### src/rtl/power_sequencer.sv
// Clock-enable sequencer for the gated compute domain: warmup, idle hysteresis,
// wake latency, client ready indication and a saturating gated-cycle counter.
module power_sequencer #(
    parameter int NREQ       = 4,
    parameter int WARMUP_CYC = 4,
    parameter int IDLE_HYST  = 8,
    parameter int WAKE_CYC   = 2,
    parameter int TMR_W      = 8,
    parameter int CNT_W      = 16
) (
    input  logic             clk,
    input  logic             reset,
    input  logic             predict,
    input  logic [NREQ-1:0]  req,
    input  logic             force_on,
    input  logic             stats_clr,
    output logic             clk_en,
    output logic             ready,
    output logic [2:0]       state,
    output logic [CNT_W-1:0] gated_cnt
);

    typedef enum logic [2:0] {
        ST_WARMUP = 3'd0,
        ST_ON     = 3'd1,
        ST_DRAIN  = 3'd2,
        ST_OFF    = 3'd3,
        ST_WAKE   = 3'd4
    } state_e;

    localparam logic [TMR_W-1:0] WARMUP_LAST = TMR_W'(WARMUP_CYC - 1);
    localparam logic [TMR_W-1:0] HYST_LAST   = TMR_W'(IDLE_HYST - 1);
    localparam logic [TMR_W-1:0] WAKE_LAST   = TMR_W'(WAKE_CYC - 1);

    state_e           state_q, state_d;
    logic [TMR_W-1:0] timer_q, timer_d;
    logic [CNT_W-1:0] cnt_q, cnt_d;
    logic             wake;

    assign wake = predict || (|req) || force_on;

    // NOTE: every always_comb output gets a default first so no path can infer a latch.
    always_comb begin
        state_d = state_q;
        timer_d = timer_q;
        unique case (state_q)
            ST_WARMUP: begin
                if (timer_q == WARMUP_LAST) begin
                    state_d = ST_ON;
                    timer_d = '0;
                end else begin
                    timer_d = timer_q + TMR_W'(1);
                end
            end
            ST_ON: begin
                if (!wake) begin
                    state_d = ST_DRAIN;
                    timer_d = '0;
                end
            end
            ST_DRAIN: begin
                // Any non-idle cycle restarts the whole hysteresis window.
                if (wake) begin
                    state_d = ST_ON;
                    timer_d = '0;
                end else if (timer_q == HYST_LAST) begin
                    state_d = ST_OFF;
                    timer_d = '0;
                end else begin
                    timer_d = timer_q + TMR_W'(1);
                end
            end
            ST_OFF: begin
                if (wake) begin
                    state_d = ST_WAKE;
                    timer_d = '0;
                end
            end
            ST_WAKE: begin
                if (timer_q == WAKE_LAST) begin
                    state_d = ST_ON;
                    timer_d = '0;
                end else begin
                    timer_d = timer_q + TMR_W'(1);
                end
            end
            default: begin
                state_d = ST_WARMUP;
                timer_d = '0;
            end
        endcase
    end

    always_comb begin
        cnt_d = cnt_q;
        if (stats_clr) begin
            cnt_d = '0;
        end else if ((state_q == ST_OFF) && (cnt_q != '1)) begin
            cnt_d = cnt_q + CNT_W'(1);
        end
    end

    // NOTE: sequential state uses non-blocking assignments so all registers update together.
    always_ff @(posedge clk or posedge reset) begin
        if (reset) begin
            state_q <= ST_WARMUP;
            timer_q <= '0;
            cnt_q   <= '0;
        end else begin
            state_q <= state_d;
            timer_q <= timer_d;
            cnt_q   <= cnt_d;
        end
    end

    assign clk_en    = (state_q != ST_OFF);
    assign ready     = (state_q == ST_ON) || (state_q == ST_DRAIN);
    assign state     = state_q;
    assign gated_cnt = cnt_q;

endmodule

### config.mk
export PLATFORM = sky130hd
export DESIGN_NAME = power_sequencer
export DESIGN_NICKNAME = d
export VERILOG_FILES = /design/src/rtl/power_sequencer.sv
export SDC_FILE = /design/constraint.sdc
export NUM_CORES = 1
export LEC_CHECK = 0
export BUFFER_PORTS_ARGS = -buffer_cell sky130_fd_sc_hd__buf_4
export CAP_MARGIN = 40
export CORE_MARGIN = 5
export CORE_UTILIZATION = 48
export CTS_CLUSTER_DIAMETER = 100
export DETAILED_ROUTE_END_ITERATION = 10
export PLACE_DENSITY = 0.7
export SLEW_MARGIN = 20
export SYNTH_ARGS = -nofsm -noshare
export SYNTH_HDL_FRONTEND = slang
export SYNTH_SLANG_ARGS = --single-unit
### constraint.sdc
create_clock -name clk -period 5 [get_ports clk]
set_input_delay 0.25 -clock clk [delete_from_list [all_inputs] [get_ports clk]]
set_output_delay 0.25 -clock clk [all_outputs]
set_load 0.01 [all_outputs]
==> impl_metrics.json, run 1 <==
{
  "fin_crit_ps": 2159,
  "die_area_um2": 4836,
  "crit_path_top_delay_cell": "dfrtp_1",
  "worstSetupPathType": "reg2reg",
  "combPwrFrac": 0.312,
  "finalSetupViolCount": 0,
  "ant_nets": 0,
  "place.gp.congestion": 0.8379,
  "crit_chain": "and3b_1, nand4_1, nor4_1, mux2_2",
  "worst_pin_slew_ps": 822.7,
  "mostFrequentLayoutCell": "buf_4",
  "syn_nets": 192,
  "p_int_uw": 342.2,
  "worstSetupStartpointType": "flop",
  "clockBufferDepth": 2,
  "ys_seq_elements": 27,
  "numPortBuffers": 29,
  "cellPowerDensity_nw_per_um2": 262.4,
  "path_buf_inv": 0,
  "layout.nets": 218,
  "path_delay_family": "simple AND/OR/NAND/NOR gates",
  "vias": 1477,
  "rrSetupSlack_ps": 2840,
  "netlist_instances": 180,
  "drc": 0,
  "final_layout_size_suffix_gt1_frac": 0.2537,
  "fin_ws_ps": 2841,
  "ir_worst_vdd_v": 0.0001751,
  "syn_area_um2": 1702,
  "die_y_um": 69.54,
  "cts_resized": 0,
  "seqPwrFrac": 0.501,
  "drt-initial-drc-count": 123,
  "rsz0062_at_grt": "false",
  "min_path_type": "in2reg",
  "synthDistinctLibCells": 46,
  "max_slew_margin": 0.4474,
  "drv_slew": 0,
  "power.switching_uw": 181.1,
  "tns_ps": 0,
  "grt_overflow": 0,
  "critPathMaxStageDelay_ps": 630,
  "period_share": 0.4318,
  "initial_core_util": 0.5020,
  "critPathArrivalTime_ps": 2400,
  "insertedDiodeCount": 0,
  "root_buffer": "clkbuf_4",
  "place_ws_ps": 2860,
  "die_w_um": 69.54,
  "cts_buffers": 3,
  "total_leakage_power_uw": 0.0008718,
  "post-cts-setup-buffers": 0,
  "rows": 21,
  "grt_use_total": 0.1688,
  "area_growth_pct": 17.21,
  "hold_violations": 0,
  "crit_fanout": 14,
  "grt_start_max_net_pins": 23,
  "drv_cap": 0,
  "seq_area_frac_synth": 0.3971,
  "p_sw_frac": 0.3461,
  "grt_pass1_wl_um": 6865,
  "finClkSkew_ps": 7.414,
  "drt-pass1-iter-count": 6,
  "avgRoutedWirePerCell_um": 15.58,
  "cts.clk_slew.worst_paths_ps": 150,
  "totalWireLength_um": 3911,
  "final_cell_mix": "29 x buf_4, 27 x dfrtp_1, 16 x nor2_1, 9 x a21oi_1, 9 x inv_1",
  "coreArea_um2": 3390,
  "clock_latency_ps": 330,
  "worst_ep_required_time_ps": 5240,
  "yosysWarningCount": 0,
  "grt_antenna_before_repair": 0,
  "status": "finished clean",
  "dp_hpwl_um": 2962,
  "crit_path_end_kind": "flop",
  "first_global_vias": 1501,
  "synth.avg_cell_area_um2": 9.454,
  "ios": 30,
  "vias_per_cell": 5.884,
  "max_freq_ghz": 0.4632,
  "clock_sinks": 27,
  "clockPowerShare": 0.187,
  "cts_max_level": 1,
  "cts_tree": "yes"
}
final timing paths:
check,cells past startpoint,to,from
setup / recovery,4,gated_cnt[13],state[1]
hold / removal,2,gated_cnt[6],stats_clr
setup reg to reg,4,gated_cnt[13],state[1]
hold reg to reg,1,gated_cnt[7],gated_cnt[7]
max in group asynchronous,4,timer_q[5],reset
min in group asynchronous,3,gated_cnt[11],reset
cells in the mapped netlist, drive strengths merged:
cell / number / area share
nand3: 8 / 0.024
or3: 3 / 0.011
xnor2: 6 / 0.031
nand2: 8 / 0.018
dfrtp: 27 / 0.40
nor2: 16 / 0.035
buf: 5 / 0.021
and2b: 1 / 0.0051
a21oi: 9 / 0.026
nor3: 3 / 0.0088
o311ai: 2 / 0.010
nor2b: 6 / 0.022
a21o: 3 / 0.013
and3: 2 / 0.0074
nand2b: 3 / 0.011
a32o: 4 / 0.024
and3b: 1 / 0.0051
and2: 3 / 0.012
mux2: 7 / 0.046
a31oi: 3 / 0.011
o41ai: 3 / 0.026
nand4b: 2 / 0.010
clkbuf: 5 / 0.011
a22oi: 1 / 0.0044
ha: 3 / 0.022
nor4: 7 / 0.033
a2111oi: 1 / 0.0051
or2: 2 / 0.0074
o211ai: 1 / 0.0044
mux2i: 2 / 0.012
inv: 9 / 0.020
nand3b: 1 / 0.0044
a22o: 3 / 0.018
o21ba: 1 / 0.0059
or4: 5 / 0.024
nand4: 7 / 0.026
o21ai: 4 / 0.014
o31ai: 3 / 0.013
worst reg2reg max path: cells and delay by family, from the launching register on:
family	cells	cell delay (ps)
and+or+nand+nor	3	1080
DFF	1	630
muxes	1	370
stage by stage:
stage	cell area (um^2)	instances	power, uW	util	hold slack [ps]
2_1_floorplan	1702	180	380.9	-	302.7
3_3_place_gp	1922	245	417.8	0.5670	519.1
3_5_place_dp	1958	246	430.0	0.5777	306.1
4_1_cts	1994	251	526.8	0.5884	217.3
5_1_grt	1994	251	550.5	0.5884	240.3
6_report	1994	251	523.3	0.5884	221.5
routing by layer:
layer / vias up / part of all wire / global-route usage
met3: 4 / 0.046 / 0.02319
met4: 0 / 0.0074 / 0.04555
li1: 724 / - / -
met1: 717 / 0.46 / 0.2239
met5: - / 0 / 0
met2: 32 / 0.49 / 0.2871
layout make-up:
class | instances | area, um^2
clock buffers | 4 | 26.28
inverters | 9 | 33.78
flip-flops and latches | 27 | 675.6
multi-input cells | 134 | 945.9
repair buffers | 31 | 255.2
fillers | 301 | 1395
well taps | 46 | 57.56
cells by family after synthesis:
family / share of synthesized area
AOI/OAI and AO/OA: 0.1757
xor gates and xnor gates: 0.03088
and+or+nand+nor: 0.2640
DFF: 0.3971
adders and majority gates: 0.02206
muxes: 0.05809
buffers and inverters: 0.05220
state kept, by name, indices dropped and copies added, names as in the netlist:
name,flops
gated_cnt,16
timer_q,8
state,3
power by group through the flow:
stage | sequential, uW | clock (uW) | combinational, uW
final | 262 | 97.8 | 163
after CTS | 262 | 99.7 | 165
after global placement | 265 | 0 | 153
after floorplan | 256 | 0 | 125
after detailed placement | 266 | 0 | 164
after global routing | 266 | 107 | 178
repair_timing:
item / CTS / global route
setup endpoints to repair: 0 / 0
endpoints found under the hold margin: 9 / 0
hold buffers: 1 / 0
(Power assumes the default switching activity.)
==> run 2, diff against run 1 <==
--- a/config.mk
+++ b/config.mk
@@ -5,13 +5,14 @@
 export SDC_FILE = /design/constraint.sdc
 export NUM_CORES = 1
 export LEC_CHECK = 0
+export ABC_AREA = 1
 export BUFFER_PORTS_ARGS = -buffer_cell sky130_fd_sc_hd__buf_4
 export CAP_MARGIN = 40
 export CORE_MARGIN = 5
 export CORE_UTILIZATION = 48
 export CTS_CLUSTER_DIAMETER = 100
 export DETAILED_ROUTE_END_ITERATION = 10
-export PLACE_DENSITY = 0.7
+export PLACE_DENSITY = 0.72
 export SLEW_MARGIN = 20
 export SYNTH_ARGS = -nofsm -noshare
 export SYNTH_HDL_FRONTEND = slang
==> constraint.sdc (replaced) <==
create_clock -name clk -period 1.9 [get_ports clk]
set_input_delay 0.095 -clock clk [delete_from_list [all_inputs] [get_ports clk]]
set_output_delay 0.095 -clock clk [all_outputs]
set_load 0.01 [all_outputs]
==> run 2 against run 1 <==
Against the previous run:
- clock-buffer cell count unchanged
- critical path depth up 5
- final cell count up 43%
- clock skew down 2.7 ps
- design area up 10%
- combinational power rose to 4.3 times the previous value
- largest power group unchanged
==> impl_metrics.json, run 2 <==
{
  "ir_worst_vdd_v": 0.0005045,
  "drt-initial-drc-count": 160,
  "fin_cells": 360,
  "final_cell_mix": "93 x nand2_1, 34 x nand3_1, 33 x nor2_1, 32 x buf_4",
  "vias_per_cell": 5.203,
  "drv_cap": 0,
  "netlist.area_leader.share": 0.3617,
  "clock_latency_ps": 280,
  "crit_fanout": 15,
  "synth_edf_count": 0,
  "finClkSkew_ps": 4.760,
  "yosysMostFrequentCell": "nand2_1",
  "total_leakage_power_uw": 0.001124,
  "coreArea_um2": 3716,
  "yosysWarningCount": 0,
  "hp-start": "stats_clr",
  "cts.clk_slew.worst_paths_ps": 100,
  "synth.cells.most_frequent": "93 x nand2_1, 34 x nand3_1, 33 x nor2_1, 27 x dfrtp_1, 27 x inv_1",
  "rsz0062_at_grt": "false",
  "first_global_vias": 1751,
  "critPathArrivalTime_ps": 1860,
  "initial_core_util": 0.5027,
  "clockBufferDepth": 2,
  "worst_pin_slew_ps": 427.7,
  "die_w_um": 72.39,
  "postCtsHoldBufs": 1,
  "synth_async_sr_flop_share": 1.000,
  "grt_pass1_wl_um": 8107,
  "status": "finished clean",
  "numPortBuffers": 29,
  "place.gp.congestion": 0.8742,
  "period_share": 0.8857,
  "insertedDiodeCount": 0,
  "grt_antenna_before_repair": 0,
  "mostFrequentLayoutCell": "nand2_1",
  "synth_ff_type": "dfrtp_1",
  "root_buffer": "clkbuf_8",
  "synth.avg_cell_area_um2": 6.695,
  "worstSetupPathType": "reg2reg",
  "nFillCells": 368,
  "clock_sinks": 27,
  "totalWireLength_um": 4619,
  "ys_seq_elements": 27,
  "grt_start_max_net_pins": 28,
  "reg2regPathDepth": 9,
  "path_buf_inv": 1,
  "drv_slew": 0,
  "crit_chain": "ha_1, nand3_1, inv_2, nand2_2, nor2_4, nor2_4, nor2_8, nand2_1, nand2_1",
  "layout.nets": 325,
  "max_slew_margin": 0.7138,
  "worst_ep_required_time_ps": 2080,
  "rrSetupSlack_ps": 220,
  "syn_area_um2": 1868,
  "finalSetupViolCount": 0,
  "seq_area_frac_synth": 0.3617,
  "grt_overflow": 0,
  "drc": 0,
  "crit_path_end_kind": "flop",
  "die_area_um2": 5240,
  "final_layout_size_suffix_gt1_frac": 0.1571,
  "cts_resized": 0,
  "die_y_um": 72.39,
  "drt-pass1-iter-count": 4,
  "largest_reg_flops": 16,
  "grt_util_met3": 0.02216,
  "avgRoutedWirePerCell_um": 12.83,
  "post-cts-setup-buffers": 0,
  "startpoint": "gated_cnt[0]",
  "max_freq_ghz": 0.5942,
  "netlist_instances": 279,
  "cts_max_level": 1,
  "reg2reg_to": "gated_cnt[10]",
  "rows": 22,
  "min_path_cells": 4,
  "cts_buffers": 3,
  "syn_nets": 291,
  "hold_path_end": "gated_cnt[5]",
  "area_growth_pct": 17.75,
  "synthDistinctLibCells": 23,
  "r2r_start": "gated_cnt[0]",
  "dp_hpwl_um": 3521,
  "cellPowerDensity_nw_per_um2": 841.3,
  "use_met2": 0.2963,
  "fin_crit_ps": 1683,
  "grt_use_total": 0.1927,
  "ant_nets": 0,
  "gr-max-usage-layer": "met2",
  "grtUsageMet1": 0.2852,
  "whs_ps": 140.6,
  "worstSetupStartpointType": "flop",
  "ys_top_cells_by_area": "dfrtp_1 36%, nand2_1 19%, nand3_1 9.1%",
  "fin_util": 0.5919,
  "critPathMaxStageDelay_ps": 420,
  "yosysTopAreaCell": "dfrtp_1",
  "dp.cells": 355,
  "tns_ps": 0,
  "vias": 1873,
  "min_path_type": "in2reg",
  "cts_tree": "yes",
  "ios": 30,
  "hold_violations": 0,
  "path_delay_family": "simple AND/OR/NAND/NOR gates",
  "crit_path_top_delay_cell": "dfrtp_1"
}
[run 2: how the worst max path moves through the flow]
stage,to,cells past startpoint
after detailed placement,gated_cnt[12],9
after global routing,gated_cnt[12],9
final,gated_cnt[10],9
after CTS,gated_cnt[12],9
after global placement,gated_cnt[7],9
after floorplan,gated_cnt[2],9
[run 2: logic make-up (layout without fill, tap and decap cells)]
kind of cell    after synthesis  after routing  synth area share
simple gates                195            195            0.4782
buf+inv                      36             69           0.07703
flops                        27             27            0.3617
compound gates               12             12           0.03482
xor+xnor                      6              6           0.02813
fa+ha+maj                     3              3           0.02010
[run 2: metrics by stage]
stage,instance area [um^2],total power (uW),setup slack [ps]
after floorplan,1868,1321,299.6
after global placement,2145,1495,269.4
after detailed placement,2145,1510,222.9
after CTS,2200,1851,209.8
after global routing,2200,2013,48.53
final,2200,1851,217.1
[run 2: per-layer routing]
| layer | wire length (um) | vias up |
|---|---|---|
| met5 | 0 | - |
| met4 | 57 | 0 |
| met3 | 255 | 5 |
| met2 | 1997 | 50 |
| met1 | 2308 | 839 |
| li1 | - | 979 |
[run 2: power breakdown]
| part | internal, uW | total [uW] | switching [uW] | leakage (uW) |
|---|---|---|---|---|
| Sequential | 675 | 805 | 130 | 0.000362 |
| Combinational | 253 | 698 | 445 | 0.000739 |
| Clock | 151 | 348 | 197 | 0.0000228 |
| Total | 1080 | 1850 | 772 | 0.00112 |
[run 2: cell type report]
type / instances / area (um^2) / area share
Inverter: 32 / 120.1 / 0.05461
Clock buffer: 4 / 45.04 / 0.02048
Timing Repair Buffer: 33 / 250.2 / 0.1138
Tap cell: 48 / 60.06 / 0.02730
Sequential cell: 27 / 675.6 / 0.3072
Multi-Input combinational cell: 216 / 1049 / 0.4767
[run 2: tightest hold or removal path, delay by kind of cell]
kind,cells,cell delay [ps]
buf+inv,1,150
simple gates,3,150
